<file path="src/rtl/pipe_hazard_ctrl_pkg.sv">
// Shared encodings for the hazard/forwarding controller: operand-forward selects
// and the bundle of pipeline-register control strobes.
package pipe_hazard_ctrl_pkg;

   localparam logic [1:0] FWD_REG = 2'b00;
   localparam logic [1:0] FWD_WB  = 2'b01;
   localparam logic [1:0] FWD_MEM = 2'b10;

   typedef struct packed {
      logic stall_pc;
      logic bubble_idex;
      logic flush_ifid;
      logic flush_idex;
      logic freeze;
   } hazard_ctrl_t;

   // MEM holds the younger result, so it wins over WB.
   function automatic logic [1:0] pick_fwd(input logic mem_hit, input logic wb_hit);
      if (mem_hit) return FWD_MEM;
      if (wb_hit)  return FWD_WB;
      return FWD_REG;
   endfunction

endpackage

</file>
<file path="src/rtl/pipe_hazard_ctrl_scoreboard.sv">
// Per-register load scoreboard: a down-counter per architectural register that
// reads nonzero while a load result is still too young to forward.
module hazard_scoreboard
   import pipe_hazard_ctrl_pkg::*;
#(
   parameter int REG_AW   = 5,
   parameter int LOAD_LAT = 1
) (
   input  logic              clk,
   input  logic              reset,
   input  logic              hold,
   input  logic              load_en,
   input  logic [REG_AW-1:0] load_rd,
   input  logic [REG_AW-1:0] rd_a,
   input  logic [REG_AW-1:0] rd_b,
   output logic              busy_a,
   output logic              busy_b
);

   localparam int NREG  = 2 ** REG_AW;
   localparam int CNT_W = $clog2(LOAD_LAT + 1);

   logic [CNT_W-1:0] cnt [NREG];

   // A fresh load reload overrides the decrement of the same entry.
   always_ff @(posedge clk or negedge reset) begin
      if (!reset) begin
         for (int i = 0; i < NREG; i++) cnt[i] <= '0;
      end else if (!hold) begin
         for (int i = 0; i < NREG; i++) begin
            if (load_en && load_rd == REG_AW'(i))
               cnt[i] <= CNT_W'(LOAD_LAT);
            else if (cnt[i] != '0)
               cnt[i] <= cnt[i] - CNT_W'(1);
         end
      end
   end

   assign busy_a = (cnt[rd_a] != '0);
   assign busy_b = (cnt[rd_b] != '0);

endmodule

</file>
<file path="src/rtl/pipe_hazard_ctrl.sv">
// Hazard and forwarding controller for the 5-stage pipeline: load-use stalls via
// scoreboard, memory-ready freeze, branch flush, sticky halt and stall counter.
module pipe_hazard_ctrl
   import pipe_hazard_ctrl_pkg::*;
#(
   parameter int REG_AW   = 5,
   parameter int LOAD_LAT = 1,
   parameter int PERF_W   = 16
) (
   input  logic              clk,
   input  logic              reset,
   input  logic              id_valid,
   input  logic [REG_AW-1:0] id_rs1,
   input  logic [REG_AW-1:0] id_rs2,
   input  logic              id_use_rs1,
   input  logic              id_use_rs2,
   input  logic [REG_AW-1:0] id_rd,
   input  logic              id_regwrite,
   input  logic              id_memread,
   input  logic [REG_AW-1:0] ex_rs1,
   input  logic [REG_AW-1:0] ex_rs2,
   input  logic              ex_halt,
   input  logic              br_taken,
   input  logic [REG_AW-1:0] mem_rd,
   input  logic [REG_AW-1:0] wb_rd,
   input  logic              mem_regwrite,
   input  logic              wb_regwrite,
   input  logic              mem_req,
   input  logic              mem_ready,
   output logic              stall_pc,
   output logic              bubble_idex,
   output logic              flush_ifid,
   output logic              flush_idex,
   output logic              freeze,
   output logic              halted,
   output logic [1:0]        fwd_a,
   output logic [1:0]        fwd_b,
   output logic [PERF_W-1:0] stall_cnt
);

   hazard_ctrl_t ctrl;
   logic         busy_1, busy_2;
   logic         load_stall, flush_any, frz, issue, load_en;
   logic         halt_q;
   logic [PERF_W-1:0] perf_q;

   hazard_scoreboard #(
      .REG_AW   (REG_AW),
      .LOAD_LAT (LOAD_LAT)
   ) u_sb (
      .clk     (clk),
      .reset   (reset),
      .hold    (frz),
      .load_en (load_en),
      .load_rd (id_rd),
      .rd_a    (id_rs1),
      .rd_b    (id_rs2),
      .busy_a  (busy_1),
      .busy_b  (busy_2)
   );

   assign frz        = halt_q | (mem_req & ~mem_ready);
   assign flush_any  = br_taken & ~frz;
   assign load_stall = id_valid & ((id_use_rs1 & (id_rs1 != '0) & busy_1) |
                                   (id_use_rs2 & (id_rs2 != '0) & busy_2));
   assign issue      = id_valid & ~load_stall & ~flush_any & ~frz;
   assign load_en    = issue & id_memread & id_regwrite & (id_rd != '0);

   // Priority: freeze over flush over load-use stall.
   always_comb begin
      ctrl             = '0;
      ctrl.freeze      = frz;
      ctrl.flush_ifid  = flush_any;
      ctrl.flush_idex  = flush_any;
      ctrl.stall_pc    = frz | (load_stall & ~flush_any);
      ctrl.bubble_idex = load_stall & ~flush_any & ~frz;
   end

   always_ff @(posedge clk or negedge reset) begin
      if (!reset)
         halt_q <= 1'b0;
      else if (ex_halt & ~frz & ~br_taken)
         halt_q <= 1'b1;
   end

   always_ff @(posedge clk or negedge reset) begin
      if (!reset)
         perf_q <= '0;
      else if (ctrl.stall_pc && perf_q != '1)
         perf_q <= perf_q + PERF_W'(1);
   end

   // Combinational controls are forced low while reset is held.
   assign stall_pc    = reset & ctrl.stall_pc;
   assign bubble_idex = reset & ctrl.bubble_idex;
   assign flush_ifid  = reset & ctrl.flush_ifid;
   assign flush_idex  = reset & ctrl.flush_idex;
   assign freeze      = reset & ctrl.freeze;
   assign halted      = halt_q;
   assign stall_cnt   = perf_q;

   assign fwd_a = reset ? pick_fwd(mem_regwrite & (mem_rd != '0) & (mem_rd == ex_rs1),
                                   wb_regwrite  & (wb_rd  != '0) & (wb_rd  == ex_rs1))
                        : FWD_REG;
   assign fwd_b = reset ? pick_fwd(mem_regwrite & (mem_rd != '0) & (mem_rd == ex_rs2),
                                   wb_regwrite  & (wb_rd  != '0) & (wb_rd  == ex_rs2))
                        : FWD_REG;

endmodule
</file>
<file path="config.mk">
export PLATFORM = sky130hd
export DESIGN_NAME = pipe_hazard_ctrl
export DESIGN_NICKNAME = d
export VERILOG_FILES = /design/src/rtl/pipe_hazard_ctrl_pkg.sv /design/src/rtl/pipe_hazard_ctrl_scoreboard.sv /design/src/rtl/pipe_hazard_ctrl.sv
export SDC_FILE = /design/constraint.sdc
export NUM_CORES = 1
export LEC_CHECK = 0
export CELL_PAD_IN_SITES_DETAIL_PLACEMENT = 1
export CELL_PAD_IN_SITES_GLOBAL_PLACEMENT = 2
export CORE_MARGIN = 2
export CORE_UTILIZATION = 33
export DETAILED_ROUTE_END_ITERATION = 16
export GPL_TIMING_DRIVEN = 1
export PLACE_DENSITY_LB_ADDON = 0.3
export SETUP_SLACK_MARGIN = 0.4
export SYNTH_ARGS = -nofsm -noshare
export SYNTH_HDL_FRONTEND = slang
export SYNTH_SLANG_ARGS = --single-unit
</file>
<file path="constraint.sdc">
create_clock -name clk -period 11.9 [get_ports clk]
set_input_delay 3.57 -clock clk [delete_from_list [all_inputs] [get_ports clk]]
set_output_delay 3.57 -clock clk [all_outputs]
set_load 0.01 [all_outputs]
</file>
== After elaboration in Yosys (flattened, before gate mapping) ==
Cells that the tools add are included.
Word-level totals
  output and inout bits: 26
  logic and storage cells: 267
  bits in registers: 49
  input bits: 48
Cells by class
  mux-type cells: 86
  magnitude comparators: 2
  bitwise logic cells: 37
  equal/unequal tests: 36
  add/subtract/negate cells: 33
  reductions and logical operators: 39
Operator list (number)
  5-bit equality test (second input constant): 16
  1-bit two-way mux: 74
  5-bit by 4-bit equality test with 1-bit output (second input constant): 8
  1-bit logical AND: 33
  1-bit subtractor (second input constant): 32
  1-bit AND: 27
  5-bit nonzero test: 5
  5-bit by 3-bit equality test with 1-bit output (second input constant): 4
  5-bit equality test: 4
  2-bit two-way mux: 10
  16-bit by 1-bit adder with 16-bit output (second input constant): 1
  16-bit != test (second input constant): 1
  6-bit greater-or-equal comparator (second input constant): 2
  5-bit inverter with 6-bit output: 2
  1-bit binary-select mux with 5-bit select: 2
  5-bit by 2-bit equality test with 1-bit output (second input constant): 2
  5-bit by 1-bit equality test with 1-bit output (second input constant): 1
  5-bit zero test: 1
  1-bit inverter: 5
  1-bit OR: 3

== Logic depth before layout (Yosys ltp) ==
Gate-level depths: netlist of run 1.
  word-level depth: 16
  mapped depth: 9
  depth with buffers taken out: 7

== By module ==
Synthesis of run 1 repeated with hierarchy kept, for this count alone.
Second synthesis, totals
  cell total of the unflattened synthesis: 316
  area, all modules: 3065.4 µm²
By module, submodules not included
  hazard_scoreboard: area each 1863.0 µm², sequential area each 800.8 µm², instances 1, cells an instance 195
  pipe_hazard_ctrl: area each 1202.4 µm², sequential area each 425.4 µm², instances 1, cells an instance 121

== Worst setup path after synthesis of run 1 ==
Ideal clock, no wire load.
  path type: input -> output
  from: input port id_rs1[0]
  to: output port stall_pc
  setup slack: 2823 ps
  data required time: 8330 ps
  arrival time: 5507 ps
  stages on the path: 8
  path through: buf_4 -> mux4_2 -> mux4_2 -> a2bb2oi_1 -> a22oi_2 -> o21ai_2 -> buf_2 -> and2_1
On the way
  word-level cells in the longest chain between the ends: 10
  elaborated cells between the ends (all ways): 12
RTL lines
  from (decl): line pipe_hazard_ctrl.sv:13  | input logic [REG_AW-1:0] id_rs1,
  5-bit inverter with 6-bit output (implied by the code): line pipe_hazard_ctrl_scoreboard.sv:39  | assign busy_a = (cnt[rd_a] != '0);
  1-bit binary-select mux with 5-bit select: line pipe_hazard_ctrl_scoreboard.sv:39
  1-bit two-way mux (implied by the code) (2 in a row): line pipe_hazard_ctrl_scoreboard.sv:39
  1-bit AND (*): line pipe_hazard_ctrl.sv:64  | assign load_stall = id_valid & ((id_use_rs1 & (id_rs1 != '0) & busy_1) |
  1-bit OR (*): line pipe_hazard_ctrl.sv:64
  1-bit AND (*): line pipe_hazard_ctrl.sv:64
  1-bit AND (*): line pipe_hazard_ctrl.sv:75  | ctrl.stall_pc = frz | (load_stall & ~flush_any);
  1-bit OR (*): line pipe_hazard_ctrl.sv:75
  1-bit AND (*): line pipe_hazard_ctrl.sv:94  | assign stall_pc = reset & ctrl.stall_pc;
  to (decl): line pipe_hazard_ctrl.sv:30  | output logic stall_pc,
Mark *: on every way between the ends. The rest lies on a longest branch, timed or not. The select of a mux whose other input is x is not followed.

== Final worst setup path of run 1 ==
Same ends and word-level chain as after synthesis.

==> impl_metrics.ini, run 1 <==
[run_status]
status = completed

[die]
fp.dieArea_um2 = 9470
coreArea_um2 = 8590
die_x_um = 97.3
start_util = 0.334
ios = 74
die_y_um = 97.3
rows = 34

[sta]
fmax_mhz = 96.3
setup_viol = 0
hold_violations = 0
fin_crit_sh = 0.873
drv_slew = 0
rsz0062_at_grt = false
tns_ns = 0
tightestPinTransition_ns = 0.678
hold_ws_ns = 0.500
finClkSkew_ns = 0.0137
slew_headroom = 0.548
period_needed_ns = 10.39

[routing]
vias_per_cell = 5.24
dr_total_vias = 2416
drcViolationCount = 0
finalWirelength_um = 8000
antenna_left = 0
wl_per_cell_um = 17.3
drtIter0Drc = 72
drtPass1Iterations = 4

[synth]
synth_nets = 330
synthArstFlopShare = 1.00
yosysSeqAreaShare = 0.427
avgSynthCellArea_um2 = 10.2
synth_area_um2 = 2870
synth-edff-count = 0
synth_ff_type = dfrtp_1
synth_seq_cells = 49
synth_cells = 281
ys_types = 41
ys_warn_count = 0

[clocking]
cts_resized = 0
cts.hold.buffers_added = 0
cts_htree_levels = 2
cts_tree = done
clkTransAtPathRegs_ns = 0.10
cts_buffers = 5
postCtsSetupBuffers = 0
clock_sinks = 49
clockBufferDepth = 2
clock_latency_ns = 0.31
cts-root-buf = clkbuf_8

[final_layout]
layout-drive-gt1-share = 0.0850
final_common_cell = clkdlybuf4s50_1
antenna_cells = 0
design_area_um2 = 3790
mostFrequentLayoutCells = 72 x clkdlybuf4s50_1, 49 x dfrtp_1, 44 x nand2_1
fin_util = 0.441
area_growth_pct = 31.8
nets = 401

[global_routing]
track_usage = 0.179
grt_max_degree = 54
grt_pass1_wl_um = 13700
grt_pass1_vias = 2649
antenna_found_initial = 0
overflow = 0

[setup_path]
crit_required_ns = 8.33
r2r_cells = 7
critPathCaptureType = output port
cp_slowest_cell = clkdlybuf4s50_1
ff2ff_setup_slack_ns = 9.25
r2r-start = u_sb.cnt[30]
r2r_end = stall_cnt[1]
cp.arrival_ns = 6.82
crit_type = in2out
path_cells = clkdlybuf4s50_1 -> mux4_2 -> mux4_2 -> a2bb2oi_1 -> a22oi_2 -> o21ai_2 -> and2_1 -> clkdlybuf4s50_1
crit_path_start_kind = input port
worst-path-max-fanout = 16
max_stage_delay_ns = 0.84

[run]
cap_violations = 0

[min_path]
min_to = stall_cnt[10]
hold_start = stall_cnt[10]
hp-class = reg2reg
hold_depth = 1

[power]
max-vdd-ir-drop_uv = 77.6
power_density_nw_per_um2 = 105
power_w = 0.000399
p_leak_nw = 1.49

[placement]
post_dp_cell_area_um2 = 3700
portBuffers = 73
post-dp-hpwl_um = 6190
gp_congestion = 0.794
==> worst max-delay path by stage <==
stage	startpoint	endpoint	slack, ns	cells after the start
after floorplan	id_rs1[0]	stall_pc	2.82	8
after global placement	id_rs1[0]	stall_pc	1.47	8
after detailed placement	id_rs1[0]	stall_pc	1.45	8
after CTS	id_rs1[0]	stall_pc	1.44	8
after global routing	id_rs1[0]	stall_pc	1.34	8
final	id_rs1[0]	stall_pc	1.51	8
==> worst max-delay path: cells and delay by family <==
kind / cells / cell delay [ns]
compound gates: 3 / 0.65
buf+inv: 2 / 1.31
simple gates: 1 / 0.23
mux: 2 / 1.05
==> power breakdown <==
part	internal, W	switching (W)
registers	0.000180	0.0000159
clock network	0.0000418	0.0000599
logic	0.0000587	0.0000432
==> state kept, by name, summed over array words and instances, names as in the netlist <==
name and flops:
halted 1, stall_cnt 16, u_sb.cnt 32
==> Yosys cell counts (all sizes together), types with 3 or more instances <==
master   n  area (um^2)
nor3     3         15.0
nor2     5         18.8
mux2i    7         70.1
nand3   12         60.1
xnor2   20          175
nor4     5         31.3
clkbuf   6         22.5
nand2   44          165
o21ai   34          174
buf      5         30.0
xor2    14          123
dfrtp   49         1230
nand2b   4         25.0
nand4    8         50.1
and2     6         37.5
mux4    15          338
nor2b    5         31.3
or4      5         37.5
and3     9         56.3
inv      5         18.8
==> cell families after synthesis <==
group,synth area share
compound gates,0.0953
buf+inv,0.0248
xor+xnor,0.104
fa+ha+maj,0.00435
mux,0.146
flops,0.427
simple gates,0.199
==> metrics by stage <==
| step | setup WS, ns | std cells |
|---|---|---|
| 2_1_floorplan | 2.82 | 281 |
| 3_3_place_gp | 1.47 | 453 |
| 3_5_place_dp | 1.45 | 453 |
| 4_1_cts | 1.44 | 461 |
| 5_1_grt | 1.34 | 461 |
| 6_report | 1.51 | 461 |
==> layout make-up <==
cell class                 instances  area, um^2
fill                             977        4810
tap                              108         135
multi-input combinational        216        1580
inverter                           5        18.8
sequential                        49        1230
clock buffer                       5        68.8
clock inverter                     3        21.3
timing repair buffer              75         741
==> metal layers <==
metal	routed length, um	track usage
met1	3680	0.243
met3	268	0.0388
met4	59	0.0331
met2	3990	0.299
met5	0	0
Power figures use the tool's default switching activity.
==> run 2, diff against run 1 <==
ABC_CLOCK_PERIOD_IN_PS = 11900   (was default)
TNS_END_PERCENT = 100   (was default)
==> results of run 2 <==
No change in the layout: final DEF, timing and power equal those of run 1.
